--- config.mk ---
export PLATFORM = sky130hd
export DESIGN_NAME = pndng_fifo
export DESIGN_NICKNAME = d
export VERILOG_FILES = /design/src/rtl/pndng_fifo.sv
export SDC_FILE = /design/constraint.sdc
export NUM_CORES = 1
export LEC_CHECK = 0
export ABC_AREA = 1
export CAP_MARGIN = 20
export CORE_ASPECT_RATIO = 0.7
export CORE_UTILIZATION = 30
export DETAILED_ROUTE_END_ITERATION = 6
export DONT_BUFFER_PORTS = 1
export GPL_ROUTABILITY_DRIVEN = 1
export PLACE_DENSITY = 0.45
export SETUP_SLACK_MARGIN = 0.1
export SLEW_MARGIN = 10
export SYNTH_ARGS = -nofsm -noshare
export SYNTH_HDL_FRONTEND = slang
export SYNTH_SLANG_ARGS = --single-unit
--- constraint.sdc ---
create_clock -name clk -period 3 [get_ports clk]
set_input_delay 0.6 -clock clk [delete_from_list [all_inputs] [get_ports clk]]
set_output_delay 0.6 -clock clk [all_outputs]
set_load 0.03 [all_outputs]
--- src/rtl/pndng_fifo.sv ---
// pndng_fifo: single-clock first-word-fall-through FIFO
// with pending/pop consumer handshake and sticky error flags.
module pndng_fifo #(
  parameter int pckg_sz = 32,
  parameter int depth   = 8
) (
  input  logic                       clk,
  input  logic                       rst_n,
  input  logic                       Push,
  input  logic [pckg_sz-1:0]         D_in,
  input  logic                       Pop,
  input  logic                       clr_err,
  output logic                       Pndng,
  output logic [pckg_sz-1:0]         D_out,
  output logic                       full,
  output logic [$clog2(depth+1)-1:0] count,
  output logic                       ovf,
  output logic                       unf
);

  localparam int CW = $clog2(depth + 1);
  localparam int PW = $clog2(depth);

  logic [pckg_sz-1:0] mem [depth];
  logic [PW-1:0]      wr_ptr;
  logic [PW-1:0]      rd_ptr;
  logic               pop_acc;
  logic               wr_acc;

  // Pointers wrap explicitly so any depth works, not just powers of two.
  function automatic logic [PW-1:0] ptr_inc(input logic [PW-1:0] p);
    return (p == PW'(depth - 1)) ? '0 : p + PW'(1);
  endfunction

  // Outputs come only from registered state.
  always_comb begin
    Pndng = (count != '0);
    full  = (count == CW'(depth));
    D_out = Pndng ? mem[rd_ptr] : '0;
  end

  // Acceptance: a pop frees the slot for a push in the same cycle.
  always_comb begin
    pop_acc = Pop & Pndng;
    wr_acc  = Push & (~full | pop_acc);
  end

  // Storage array, intentionally not reset; D_out masks it while empty.
  always_ff @(posedge clk) begin
    if (wr_acc) mem[wr_ptr] <= D_in;
  end

  // Pointer and occupancy bookkeeping.
  always_ff @(posedge clk or negedge rst_n) begin
    if (!rst_n) begin
      wr_ptr <= '0;
      rd_ptr <= '0;
      count  <= '0;
    end else begin
      if (wr_acc)  wr_ptr <= ptr_inc(wr_ptr);
      if (pop_acc) rd_ptr <= ptr_inc(rd_ptr);
      unique case (1'b1)
        wr_acc & ~pop_acc: count <= count + CW'(1);
        pop_acc & ~wr_acc: count <= count - CW'(1);
        default:           count <= count;
      endcase
    end
  end

  // Sticky error flags; a new error beats a same-cycle clear.
  always_ff @(posedge clk or negedge rst_n) begin
    if (!rst_n) begin
      ovf <= 1'b0;
      unf <= 1'b0;
    end else begin
      ovf <= (ovf & ~clr_err) | (Push & ~wr_acc);
      unf <= (unf & ~clr_err) | (Pop & ~pop_acc);
    end
  end

endmodule

==> impl_results.md, run 1 <==
* Outcome: complete, no violations
* Synth Instances at 884
* Syn_area_per_cell at 12.2 um^2
* Vias in the first global route at 6520
* Num CTS Buffers at 28
* Detailed placement HPWL at 14800 um
* Skew-Pair Late Insertion Delay at 0.55 ns
* Sum of negative setup slack at 0 ns
* Die Width at 229 um
* Die Height at 161 um
* Place WS at 0.501 ns
* Site Rows at 57
* Diode count at 0
* Starting Density at 30.8%
* RSZ-0062 raised after global routing: true
* Synth Area in XOR/XNOR at 0.162%
* Minimum clock period at 2.83 ns
* Area growth syn-to-layout at 22.2%
* Mux contribution to synthesized area at 0%
* P per Cell Area at 1120 mW/mm^2
* Final hold violation count at 0
* Clk_skew at 0.0107 ns
* Simple-gate area share of the yosys netlist at 10.7%
* Total gr overflow at 0
* Area share of the largest cell type after synthesis at 71.2%
* FF-to-FF setup slack at 0.66 ns
* Layout Nets at 994
* Post-synthesis adder-cell area fraction at 0.881%
* Ys flop type: edfxtp_1
* Syn_nets at 928
* Post-synth top area cell: edfxtp_1
* Routability cong. at 0.702
* Maximum vdd drop at 0.588 mV
* Htree depth at 1
* DRC violations left at 0
* WS Path Type: flop to primary output
* Drt via density at 4.67
* Die footprint at 0.0368 mm^2
* WHS Path Cells at 0
* Global-route wire length before repair at 42000 um
* Synthesis-stage register bit count at 268
* I/O pin total at 77
* Crit-path max FO at 10
* Largest net degree at the start of global routing at 56
* First-pass detailed-route iteration total at 4
* Fmax at 353 MHz
* Hold WC Path Type: primary input to flop
* Slew headroom at 54.4%
* I/O Buffers at 0
* Drt initial violations at 581
* Post-synth EDFFs at 256
* Max-cap violations at 0
* Top-count cell post-synth: nor2_1
* CP arrival at 2.23 ns
* Filler instances at 3420
* Top cells by count, synth: nor2_1, edfxtp_1, o21ai_0, o21ai_1, buf_2
* Antenna violations before repair at 0
* CTS max path bufs at 3
* Largest family of logic cells by synthesized area: compound AO/OA/AOI/OAI gates
* Required time worst endpoint at 2.40 ns
* Compound-Gate Fraction of Synth Area at 11.0%
* Final WS setup at 0.169 ns
* # clock sinks at 268
* Path depth of the worst reg2reg path at 7
* Finished Layout Cells at 1443
* Total wire length at 29100 um
* Worst slew pin tran at 0.682 ns
* Routed vias at 6739
* # setup viols final at 0
* Sequential share of the synthesized area at 74.0%
* Final period util at 94.4%
* Core footprint at 0.0351 mm^2
* Antenna-violating nets left at 0
* Worst-path clk slew at 0.07 ns
* Slew Limit Fails at 0
* Netlist cell types at 27
* Global Route Usage Sum at 15.0%
* Leakage at 0.00449 uW
* WL/cell at 20.1 um
* Endpoint class of the critical path: primary output
* CTS Root Cell: clkbuf_16
* Yosys warns at 0
* Placed Cells at 1366
* Fraction of registers with async set/reset at 4.48%
* Worst Setup Start Kind: flop
* Leading post-synthesis cells by cell area: edfxtp_1, nor2_1, o21ai_0, dfrtp_1, o21ai_1
* Mapped cell area at 0.0108 mm^2
* CTS tree: built
* Layout cells sized above 1 at 16.3%
==> per-stage QoR <==
step	util, %	hold WS, ns	total power [uW]	instance area, um^2
global placement	33.6	0.305	10400	11800
detailed placement	33.6	0.305	10400	11800
global route	37.6	0.119	15600	13200
finish	37.6	0.138	14700	13200
floorplan	-	0.304	8440	10800
CTS	36.6	0.112	14200	12800
==> state kept, by name (all words and copies together) (netlist names) <==
register and flops:
mem 256, count 4, rd_ptr 3, wr_ptr 3, ovf 1, unf 1
==> metal layers <==
metal | up-vias | track usage (%) | share of wire, %
met5 | - | 0 | 0
met4 | 0 | 3.15 | 1.5
met3 | 31 | 2.79 | 4.8
met2 | 129 | 23.0 | 43
met1 | 3303 | 22.0 | 51
li1 | 3276 | - | -
==> layout make-up <==
class                           count  area [um^2]  share of cell area (%)
Sequential cell                   268         8000                    60.6
Multi-Input combinational cell    544         2530                    19.2
Timing Repair Buffer               87         1040                    7.88
Clock buffer                       32          737                    5.58
Tap cell                          472          591                    4.47
Clock inverter                     19          198                    1.50
Inverter                           20         95.1                   0.720
Timing Repair inverter              1         8.76                  0.0664
==> critical path, cell delays in order, from the launching register on <==
cell,delay [ns]
dfrtp_4,0.53
buf_4,0.17
buf_4,0.15
clkbuf_16,0.17
nor2_1,0.10
nor2_1,0.04
o21ai_0,0.08
o21ai_1,0.09
o21ai_1,0.11
nor2_1,0.07
buf_4,0.17
==> logic make-up (layout without fill, tap and decap cells) <==
group           after synthesis  in the layout
simple gates                299            299
compound gates              236            236
buf+inv                      72            159
fa+ha+maj                     7              7
flops                       268            268
xor+xnor                      2              2
==> layout by cell type, fill, tap and decap left out, types with 3 or more instances in the layout <==
| cell type | n |
|---|---|
| inv_6 | 3 |
| clkbuf_16 | 36 |
| ha_1 | 6 |
| buf_6 | 7 |
| nor2_1 | 250 |
| clkinv_2 | 5 |
| inv_1 | 18 |
| a21oi_1 | 5 |
| nand2_1 | 19 |
| dfrtp_2 | 4 |
| dfrtp_1 | 6 |
| o21ai_1 | 77 |
| buf_12 | 15 |
| edfxtp_1 | 256 |
| buf_4 | 54 |
| nand3_1 | 6 |
| bufinv_16 | 4 |
| nor2_4 | 8 |
| o21ai_0 | 152 |
| clkinv_1 | 7 |
| clkbuf_1 | 3 |
| nor2_2 | 10 |
| nand2_2 | 3 |
==> power by group <==
group	internal, uW	switching [uW]	total, uW
sequential	4650	237	4890
clock	2100	1490	3590
combinational	2250	4020	6270
==> repair_timing <==
item	in CTS	in global routing
pin swaps	0	11
hold buffers	1	0
gates cloned	0	9
hold endpoints to repair	12	0
setup buffers	5	11
gates resized for setup	11	48
setup endpoints to repair	29	29
==> final timing paths <==
path	start	end
setup reg to reg	count[2]	mem[7][8]
hold reg to reg	wr_ptr[0]	wr_ptr[0]
setup / recovery	rd_ptr[0]	D_out[20]
max in group asynchronous	rst_n	rd_ptr[0]
min in group asynchronous	rst_n	unf
hold / removal	D_in[17]	mem[1][17]
Power figures use the tool's default switching activity.
==> run 2, diff against run 1 <==
--- a/config.mk
+++ b/config.mk
@@ -8,6 +8,7 @@
 export ABC_AREA = 1
 export CAP_MARGIN = 20
 export CORE_ASPECT_RATIO = 0.7
+export CORE_MARGIN = 2
 export CORE_UTILIZATION = 30
 export DETAILED_ROUTE_END_ITERATION = 6
 export DONT_BUFFER_PORTS = 1
==> impl_results.md, run 2 (same netlist as run 1, synthesis figures left out) <==
* Antenna violations before repair at 0
* Layout cells sized above 1 at 14.1%
* Bufs and invs on worst path at 3
* Total gr overflow at 0
* Total wire length at 27400 um
* Tot Pwr at 13700 uW
* Fmax at 356 MHz
* Crit-path cells: buf_4 -> buf_6 -> o21ai_0 -> o21ai_1 -> nor2_1 -> nor2_2 -> buf_4
* WL/cell at 19.1 um
* Drt via density at 4.60
* Routed vias at 6599
* Final WS setup at 0.189 ns
* RSZ-0062 raised after global routing: true
* Path depth of the worst reg2reg path at 7
* Most common cell after layout, fill and taps aside: nor2_1
* Routability cong. at 0.734
* CTS max path bufs at 3
* Crit-path max FO at 14
* Cell mode on critical path: buf_4
* Core footprint at 0.0357 mm^2
* Die footprint at 0.0376 mm^2
* Worst flop-to-flop path startpoint: count[2]
* CP arrival at 2.21 ns
* Slowest CP cell: dfrtp_4
* CP Capture Point: D_out[28]
* Worst-path clk slew at 0.06 ns
* Sum of negative setup slack at 0 ns
* Worst Setup Start Kind: flop
* Maximum vdd drop at 0.595 mV
* Global Route Usage Sum at 14.4%
* Vias in the first global route at 6494
* CP Launch Point: rd_ptr[0]
* DRC violations left at 0
* I/O pin total at 77
* Final hold violation count at 0
* Die Width at 231 um
* Filler instances at 3516
* Largest regs: mem x256, count x4
* WS Path Type: flop to primary output
* Slew Limit Fails at 0
* Max-cap violations at 0
* Post-layout util at 35.8%
* Largest net degree at the start of global routing at 57
* First-pass detailed-route iteration total at 4
* Num CTS Buffers at 27
* Starting Density at 30.2%
* Final period util at 93.7%
* CTS tree: built
* Reg-to-reg critical path endpoint: mem[1][0]
* Slowest stage delay, CP at 0.56 ns
* Number of cells on the critical path at 7
* # clock sinks at 268
* CTS Root Cell: clkbuf_16
* Global-route wire length before repair at 41300 um
* Detailed placement HPWL at 14900 um
* Antenna-violating nets left at 0
* Endpoint class of the critical path: primary output
* Minimum clock period at 2.81 ns
* Layout Nets at 982
* CP top delay family: buffers and inverters
* FF-to-FF setup slack at 0.72 ns
* P per Cell Area at 1070 mW/mm^2
* Max reg flops at 256
* Site Rows at 58
* Required time worst endpoint at 2.40 ns
* Placed Cells at 1374
* Finished Layout Cells at 1436
* Outcome: complete, no violations
* Diode count at 0
* Place WS at 0.540 ns
* Clk_skew at 0.00936 ns
* Largest register by flop count: mem
* I/O Buffers at 0
* # setup viols final at 0
* Slew headroom at 55.8%
* Leakage at 0.00430 uW
* Area growth syn-to-layout at 18.3%
* Die Height at 163 um
* Htree depth at 1
* Worst slew pin tran at 0.661 ns
* Skew-Pair Late Insertion Delay at 0.54 ns
* Drt initial violations at 441
* Hold WC Path Type: primary input to flop
* Most frequent cells in the layout: nor2_1, edfxtp_1, o21ai_0
## run 2: cell count changes in the layout (fill, tap and decap cells not counted), sizes merged
cell and change:
buf -6, clkinvlp +2, bufinv -3, clkbuf -6, inv -2
## run 2: how the worst min path moves through the flow
stage | start | end | depth (start not counted)
floorplan | rst_n | count[0] | 0
global placement | rst_n | count[0] | 0
detailed placement | rst_n | count[0] | 0
CTS | D_in[5] | mem[0][5] | 0
global route | D_in[29] | mem[0][29] | 0
finish | D_in[17] | mem[3][17] | 0
## run 2: final cells by class
class	count	area, um^2	share of cell area, %
clock inverters	16	109	0.852
repair buffers	76	768	6.01
repair inverters	1	8.76	0.0686
clock buffers	31	691	5.41
flip-flops and latches	268	8000	62.6
well taps	480	601	4.70
inverters	20	87.6	0.686
multi-input cells	544	2510	19.6
## run 2: what timing repair did
item	in CTS	in global routing
setup buffers	4	6
hold buffers	1	0
gates cloned	0	4
endpoints found under the setup margin	32	29
pin swaps	0	1
endpoints found under the hold margin	12	0
resized for setup	6	20
## run 2: per-stage QoR
| step | cell area (um^2) | hold slack, ns |
|---|---|---|
| 3_3_place_gp | 11700 | 0.305 |
| 5_1_grt | 12800 | 0.119 |
| 4_1_cts | 12600 | 0.124 |
| 6_report | 12800 | 0.148 |
| 3_5_place_dp | 11700 | 0.305 |
| 2_1_floorplan | 10800 | 0.304 |
## run 2: worst reg2reg max path, delay by kind of cell, from the launching register on
kind / cells / cell delay [ns]
AND/OR/NAND/NOR: 4 / 0.85
buffers and inverters: 3 / 0.57
flip-flops: 1 / 0.49
## run 2: where the power goes
part           switching (uW)  leakage (uW)  internal, uW
Clock                    1410      0.000385          1730
Combinational            3700       0.00146          1910
Sequential                306       0.00246          4650
Total                    5420       0.00430          8290
## run 2: per-layer routing
metal  global-route usage (%)  vias up  share of wire, %
li1                         -     3231                 -
met1                     21.3     3181                49
met2                     22.1      153                44
met3                     2.73       34               6.1
met4                     3.08        0               1.7
met5                        0        -                 0
